==> src/rtl/sat_pkg.sv <==
// Shared SAT-cluster constants and width helpers.
// No logic; request-type encoding is common to all variable table clients.
// Backpressure: not applicable.
package sat_pkg;

    localparam logic REQ_READ  = 1'b0;
    localparam logic REQ_WRITE = 1'b1;

    function automatic int idx_width(input int n);
        return (n > 1) ? $clog2(n) : 1;
    endfunction

    function automatic int addr_width(input int depth);
        return (depth > 1) ? $clog2(depth) : 1;
    endfunction

endpackage

==> src/rtl/rr_priority_picker.sv <==
// Round-robin picker: first set request at or above ptr_i, wrapping to 0.
// Purely combinational, zero latency.
// Backpressure: none; any_o is low when no request is set.
module rr_priority_picker
    import sat_pkg::*;
#(
    parameter int N  = 3,
    parameter int IW = idx_width(N)
) (
    input  logic [N-1:0]  req_i,
    input  logic [IW-1:0] ptr_i,
    output logic [N-1:0]  gnt_o,
    output logic [IW-1:0] idx_o,
    output logic          any_o
);

    int   cand;
    logic found;

    always_comb begin
        gnt_o = '0;
        idx_o = '0;
        found = 1'b0;
        cand  = 0;
        for (int k = 0; k < N; k++) begin
            cand = (int'(ptr_i) + k) % N;
            if (!found && req_i[cand]) begin
                found        = 1'b1;
                gnt_o[cand]  = 1'b1;
                idx_o        = IW'(cand);
            end
        end
        any_o = found;
    end

endmodule

==> src/rtl/vt_port_arbiter.sv <==
// Arbitrates NSAT solver cores onto the single variable table RAM port.
// Grant and RAM command in the accept cycle; read response one cycle later.
// Backpressure: one-hot req_ready_o; pause_i or an idle lock owner stalls every core.
module vt_port_arbiter
    import sat_pkg::*;
#(
    parameter int NSAT                   = 3,
    parameter int NUM_VARIABLES          = 16,
    parameter int VARIABLE_ADDRESS_WIDTH = $clog2(NUM_VARIABLES),
    parameter int DATA_WIDTH             = 1
) (
    input  logic                                 clk_i,
    input  logic                                 rst_i,
    input  logic                                 pause_i,
    input  logic [NSAT-1:0]                      req_valid_i,
    input  logic [NSAT-1:0]                      req_we_i,
    input  logic [NSAT-1:0]                      req_lock_i,
    input  logic [NSAT*VARIABLE_ADDRESS_WIDTH-1:0] req_addr_i,
    input  logic [NSAT*DATA_WIDTH-1:0]           req_wdata_i,
    output logic [NSAT-1:0]                      req_ready_o,
    output logic [NSAT-1:0]                      rsp_valid_o,
    output logic [DATA_WIDTH-1:0]                rsp_data_o,
    output logic                                 vt_en_o,
    output logic                                 vt_we_o,
    output logic [VARIABLE_ADDRESS_WIDTH-1:0]    vt_addr_o,
    output logic [DATA_WIDTH-1:0]                vt_wdata_o,
    input  logic [DATA_WIDTH-1:0]                vt_rdata_i,
    output logic                                 busy_o
);

    localparam int AW = VARIABLE_ADDRESS_WIDTH;
    localparam int DW = DATA_WIDTH;
    localparam int IW = idx_width(NSAT);

    logic [IW-1:0]   ptr_q, ptr_d;
    logic [IW-1:0]   own_q, own_d;
    logic [IW-1:0]   rsp_core_q, rsp_core_d;
    logic            lock_q, lock_d;
    logic            pend_q, pend_d;

    logic [NSAT-1:0] pick_gnt;
    logic [IW-1:0]   pick_idx;
    logic            pick_any;
    logic [NSAT-1:0] gnt;
    logic [IW-1:0]   win;
    logic            accept;

    rr_priority_picker #(
        .N  (NSAT),
        .IW (IW)
    ) u_picker (
        .req_i (req_valid_i),
        .ptr_i (ptr_q),
        .gnt_o (pick_gnt),
        .idx_o (pick_idx),
        .any_o (pick_any)
    );

    // A held lock blocks round-robin entirely, even while its owner is idle.
    always_comb begin
        gnt = '0;
        win = '0;
        if (!pause_i) begin
            if (lock_q) begin
                if (req_valid_i[own_q]) begin
                    gnt[own_q] = 1'b1;
                    win        = own_q;
                end
            end else if (pick_any) begin
                gnt = pick_gnt;
                win = pick_idx;
            end
        end
        accept = |gnt;
    end

    always_comb begin
        vt_en_o    = accept;
        vt_we_o    = accept & req_we_i[win];
        vt_addr_o  = accept ? req_addr_i[int'(win)*AW +: AW] : '0;
        vt_wdata_o = accept ? req_wdata_i[int'(win)*DW +: DW] : '0;
    end

    always_comb begin
        ptr_d      = ptr_q;
        lock_d     = lock_q;
        own_d      = own_q;
        rsp_core_d = rsp_core_q;
        pend_d     = 1'b0;
        if (accept) begin
            ptr_d      = (int'(win) == NSAT - 1) ? '0 : win + IW'(1);
            lock_d     = req_lock_i[win];
            own_d      = win;
            rsp_core_d = win;
            pend_d     = (req_we_i[win] == REQ_READ);
        end
    end

    always_ff @(posedge clk_i) begin
        if (rst_i) begin
            ptr_q      <= '0;
            own_q      <= '0;
            rsp_core_q <= '0;
            lock_q     <= 1'b0;
            pend_q     <= 1'b0;
        end else begin
            ptr_q      <= ptr_d;
            own_q      <= own_d;
            rsp_core_q <= rsp_core_d;
            lock_q     <= lock_d;
            pend_q     <= pend_d;
        end
    end

    // Reset in the response cycle suppresses the in-flight read.
    always_comb begin
        rsp_valid_o = '0;
        rsp_data_o  = '0;
        if (pend_q && !rst_i) begin
            rsp_valid_o[rsp_core_q] = 1'b1;
            rsp_data_o              = vt_rdata_i;
        end
    end

    assign req_ready_o = gnt;
    assign busy_o      = pend_q | lock_q;

endmodule

==> config.mk <==
export PLATFORM = sky130hd
export DESIGN_NAME = vt_port_arbiter
export DESIGN_NICKNAME = d
export VERILOG_FILES = /design/src/rtl/sat_pkg.sv /design/src/rtl/rr_priority_picker.sv /design/src/rtl/vt_port_arbiter.sv
export SDC_FILE = /design/constraint.sdc
export NUM_CORES = 1
export LEC_CHECK = 0
export CAP_MARGIN = 20
export CORE_MARGIN = 2
export CORE_UTILIZATION = 40
export DETAILED_ROUTE_END_ITERATION = 6
export GPL_TIMING_DRIVEN = 0
export HOLD_SLACK_MARGIN = 0.05
export PLACE_DENSITY = 0.77
export SLEW_MARGIN = 20
export SYNTH_ARGS = -nofsm -noshare
export SYNTH_HDL_FRONTEND = slang
export SYNTH_HIERARCHICAL = 1
export SYNTH_SLANG_ARGS = --single-unit
==> constraint.sdc <==
create_clock -name clk_i -period 9.05 [get_ports clk_i]
set_input_delay 2.2625 -clock clk_i [delete_from_list [all_inputs] [get_ports clk_i]]
set_output_delay 2.2625 -clock clk_i [all_outputs]
set_load 0.01 [all_outputs]
# == Yosys cells after proc, flatten, opt, wreduce, memory -nomap -nowiden ==
# Cells that the tools add are included.
# op_classes
reduce_logical,12
add_sub_neg,3
order_cmp,9
n_bitwise,6
div_mod_pow,3
shifts,2
n_mux,45
eq_ne,1
# ops
op,n
$ge 32x1->1 const B,3
$lt 32x4->1 const B,3
$mod 32x3->32 const B,2
$mod 3x3->32 const B,1
$mux 3,8
$mux 1,18
$mux 2,8
$bmux 1 s2,6
$shiftx 12x5->4,1
$demux 1 s2,4
$logic_and 1x1->1,7
$lt 2x3->1 const B,2
$or 3x3->3,2
$mux 4,1
$add 2x1->3 const B,1
$add 2x2->3 const B,1
$logic_not 1->1,3
$reduce_or 3->1,1
$shiftx 3x3->1,1
$add 2x1->2 const B,1
$eq 2x2->1 const B,1
$ge 2x1->1 const B,1
$not 1->1,2
$reduce_or 2->1,1
other kinds (2),2
# totals
regBits,6

# == Depth between registers and ports, before layout ==
# logic_depth
word_depth,17
depth_mapped,14
ltp_nobuf,13

# == By module ==
# Netlist, hierarchy kept.
# by_module_without_submodules
module,instances,cells_each,area_per_inst_um2
vt_port_arbiter,1,76,578.1
rr_priority_picker,1,52,381.6

# == Worst setup path after synthesis ==
# OpenSTA, ideal clock, no wires.
# synth_timing
kind,input to output
from,input port req_valid_i[1]
to,output port vt_we_o
stages,9
n_path_buf,0
setup_slack_ns,2.950
arrival_ns,3.838
cell_sequence,a22o_2 > a211oi_1 > o21bai_1 > nor2b_1 > a21oi_1 > a21oi_2 > nor2_2 > inv_1 > and2_1
# synth_between
word_cells_on_any_way,38
# synth_lines
item,line_no,text
start: declaration,vt_port_arbiter.sv:15,"input logic [NSAT-1:0] req_valid_i,"
$bmux 1 s2,rr_priority_picker.sv:27,if (!found && req_i[cand]) begin
$mux 1 (implied by the code) (2 in a row),rr_priority_picker.sv:27,
$mux 1,rr_priority_picker.sv:27,
$logic_not 1->1,rr_priority_picker.sv:27,
$logic_and 1x1->1,rr_priority_picker.sv:27,
$mux 1,rr_priority_picker.sv:27,
$logic_not 1->1,rr_priority_picker.sv:27,
$logic_and 1x1->1,rr_priority_picker.sv:27,
$mux 1 *,rr_priority_picker.sv:27,
named net pick_any,vt_port_arbiter.sv:43,logic pick_any;
$mux 3 *,vt_port_arbiter.sv:69,end else if (pick_any) begin
$mux 3 *,vt_port_arbiter.sv:64,if (lock_q) begin
$mux 3 *,vt_port_arbiter.sv:63,if (!pause_i) begin
$reduce_or 3->1 *,vt_port_arbiter.sv:74,accept = |gnt;
named net vt_en_o,vt_port_arbiter.sv:23,"output logic vt_en_o,"
$and 1x1->1 *,vt_port_arbiter.sv:79,vt_we_o = accept & req_we_i[win];
end: declaration,vt_port_arbiter.sv:24,"output logic vt_we_o,"
# Mark *: on every way through the listed nets, which the timed path passes. The rest lies on a longest branch. The select of a mux whose other input is x is not followed.

# == Worst setup path after layout ==
# layout_timing
from,input port req_valid_i[1]
to,output port vt_we_o
# layout_between
elab_chain_cells,16
word_cells_on_any_way,38
# layout_lines
item,line_no
$bmux 1 s2,rr_priority_picker.sv:27
$mux 1 (implied by the code) (2 in a row),rr_priority_picker.sv:27
$mux 1,rr_priority_picker.sv:27
$logic_not 1->1,rr_priority_picker.sv:27
$logic_and 1x1->1,rr_priority_picker.sv:27
$mux 1,rr_priority_picker.sv:27
$logic_not 1->1,rr_priority_picker.sv:27
$logic_and 1x1->1,rr_priority_picker.sv:27
$mux 1 *,rr_priority_picker.sv:27
named net pick_any,vt_port_arbiter.sv:43
$mux 2,vt_port_arbiter.sv:69
$mux 2,vt_port_arbiter.sv:64
$mux 2,vt_port_arbiter.sv:63
$bmux 1 s2,vt_port_arbiter.sv:79
$mux 1 (implied by the code),vt_port_arbiter.sv:79
$and 1x1->1 *,vt_port_arbiter.sv:79
# Marks and branches as above.

==> metrics.txt <==
run status finished clean; HPWL after detailed placement 2220 um; Fmax achieved roughly 0.13 GHz; R2R Setup Slk between 6000 and 7000 ps; CP endpoint kind output pin; first-pass GRT wire length 4690 um; static leakage around 0.53 nW; initial antenna violation count 0; largest net degree at the start of global routing 11; post-synth net total 160; most common cell after layout, fill and taps aside clkdlybuf4s50_1; Cells after Synth 128; vias 1133; Syn-to-layout area delta 49.8%; residual DRC count 0; cell taking the most area after synthesis dfxtp_1; DRT Pass-1 Iters 4; Post-DP Area 0.00142 sq mm; root buffer selected by CTS clkbuf_4; EDFF count, synth 0; crit path launch req_valid_i[1]; Critical R2R Capture lock_q; Clock Latency Late Sink 250 ps; most frequent cells in the layout clkdlybuf4s50_1, a21oi_1, nor2_1; Final Cycle Share 83.4%; Wirelength per Cell approximately 14 um; Finished Cell Area 0.00144 sq mm; Worst-path clk slew around 50 ps; H-tree levels 1; CTS tree done; Pwr per Cell Area 297 mW/mm^2; Core Area 0.00223 sq mm; global placement routability congestion about 0.86; Sink Count 6; RSZ-0062 raised after global routing false; Critical Path Source Type primary input; CTS buffer count 3; routed vias/inst 5.64; port buffer count 42; Rel. slew slack 75.7%; CP arrival 5280 ps; Required @ worst endpoint 6790 ps; max_cap viols 0; clk buf depth 2; Initial Utilization between 40% and 50%; Post-CTS Setup Bufs 0; final hold vios 0; Unique masters post-synth 42; Synth async-reset ratio 0%; ant diodes 0; Worst Setup EP vt_we_o; total track usage around 22%; Synth top area share roughly 13%; height of the die 53.0 um; synthesized area 960 sq um; Critical Setup Path Class in2out; Synth Area in Compound Gates 33.0%; Top Ports 43; RR Startpoint ptr_q[0]; width of the chip approximately 53 um; post-route setup TNS 0 ps; hold_buf cts 0; Seq/Total Area, Yosys 12.5%; total power 428 uW; synthesized flop and latch total 6; main combinational cell family by area after synthesis compound AO/OA/AOI/OAI gates; Synth Area in Adders 5.22%; post-layout minimum cycle time 7550 ps; fill cell total of the finished layout 194; Syn. warnings 6; Die Area 0.00281 sq mm; share of layout cells above drive strength 1 11.6%; Critical Path Fanout Max 8; top post-synthesis cells by area dfxtp_1, mux2i_1, a21oi_1, nor2_1, a2bb2oi_1; Core Rows 17; vias in the first global route 1118; VDD IR max 0.266 mV; DP Worst Slack around 1600 ps; worst hold path depth 2; NumNets Final 207; remaining antenna violation count 0; routed wire length 2840 um; CTS resizes 0; Setup Skew 9.48 ps; drt first-iter violations 42; max-slew violations 0; Simple-Gate Fraction of Synth Area 27.1%; post-synthesis xor/xnor area fraction 0%; r2r worst-path depth 12; mux share of post-synthesis cell area 13.0%; Setup WS post-layout 1500 ps; mean post-synth cell area 7.50 sq um; main flop type after synthesis dfxtp_1; Least-Margin Pin Slew 363 ps; worst hold path class reg2reg; final number of setup-violating endpoints 0; grt ovf 0
==> cell type report <==
| cell class | count | area (sq um) | share of cell area [%] |
|---|---|---|---|
| Sequential cell | 6 | 120 | 8.36 |
| Clock buffer | 3 | 22.5 | 1.57 |
| Buffer | 6 | 53.8 | 3.74 |
| Inverter | 9 | 33.8 | 2.35 |
| Timing Repair Buffer | 42 | 420 | 29.2 |
| Multi-Input combinational cell | 107 | 752 | 52.3 |
| Tap cell | 28 | 35.0 | 2.44 |
==> layer usage <==
| layer | wire length [um] | share of wire [%] | track usage [%] | up-vias |
|---|---|---|---|---|
| li1 | - | - | - | 561 |
| met1 | 1260 | 44 | 27.3 | 514 |
| met2 | 1350 | 48 | 38.8 | 56 |
| met3 | 198 | 7.0 | 3.95 | 2 |
| met4 | 23 | 0.81 | 7.26 | 0 |
| met5 | 0 | 0 | 0 | - |
==> sequential cells by signal, indices dropped and copies added (netlist names) <==
| signal | flops |
|---|---|
| rsp_core_q | 2 |
| pend_q | 1 |
| ptr_q | 2 |
| lock_q | 1 |
==> through the flow <==
stage | utilization [%] | hold slack, ps | instances
3_5_place_dp | 63.4 | 513 | 198
5_1_grt | 64.4 | 555 | 201
2_1_floorplan | - | 470 | 128
6_report | 64.4 | 523 | 201
4_1_cts | 64.4 | 520 | 201
3_3_place_gp | 63.4 | 497 | 198
==> worst max-delay path, cell delays in order <==
cell and delay [ps]:
clkdlybuf4s50_1 690, nand2b_1 200, nand2_1 130, nor2_1 50, o21bai_1 300, nor2b_1 220, o2bb2a_2 260, a21oi_2 250
nor2_2 130, inv_1 120, and2_1 130, clkdlybuf4s50_1 540
==> Yosys cell counts (all sizes together) (2+ instances only) <==
| master | n |
|---|---|
| nor2b | 2 |
| ha | 4 |
| nor4bb | 2 |
| nand3 | 6 |
| a211oi | 4 |
| nand2b | 4 |
| buf | 5 |
| dfxtp | 6 |
| nor3 | 4 |
| nand2 | 5 |
| a21oi | 16 |
| a2bb2oi | 6 |
| inv | 9 |
| and2b | 2 |
| nor2 | 16 |
| o21ai | 5 |
| nand3b | 3 |
| nor3b | 2 |
| mux2i | 10 |
==> how the worst min path moves through the flow <==
stage	slack, ps	startpoint	end
after global placement	500	ptr_q[1]	ptr_q[1]
after detailed placement	510	ptr_q[1]	ptr_q[1]
after floorplan	470	ptr_q[1]	ptr_q[1]
after CTS	520	ptr_q[1]	ptr_q[1]
final	520	ptr_q[1]	ptr_q[1]
after global routing	550	ptr_q[1]	ptr_q[1]
==> kinds of logic after synthesis <==
group                      count (synthesis)
and+or+nand+nor                           49
AOI/OAI and AO/OA                         44
buffers and inverters                     15
muxes                                     10
DFF                                        6
adders and majority gates                  4
==> power breakdown <==
part | internal (mW) | switching, mW | leakage [nW]
combinational | 0.176 | 0.184 | 0.467
sequential | 0.0353 | 0.00804 | 0.0490
clock | 0.0150 | 0.0101 | 0.0138
total | 0.226 | 0.202 | 0.529
Note: power is estimated with default switching activity, not from simulation.
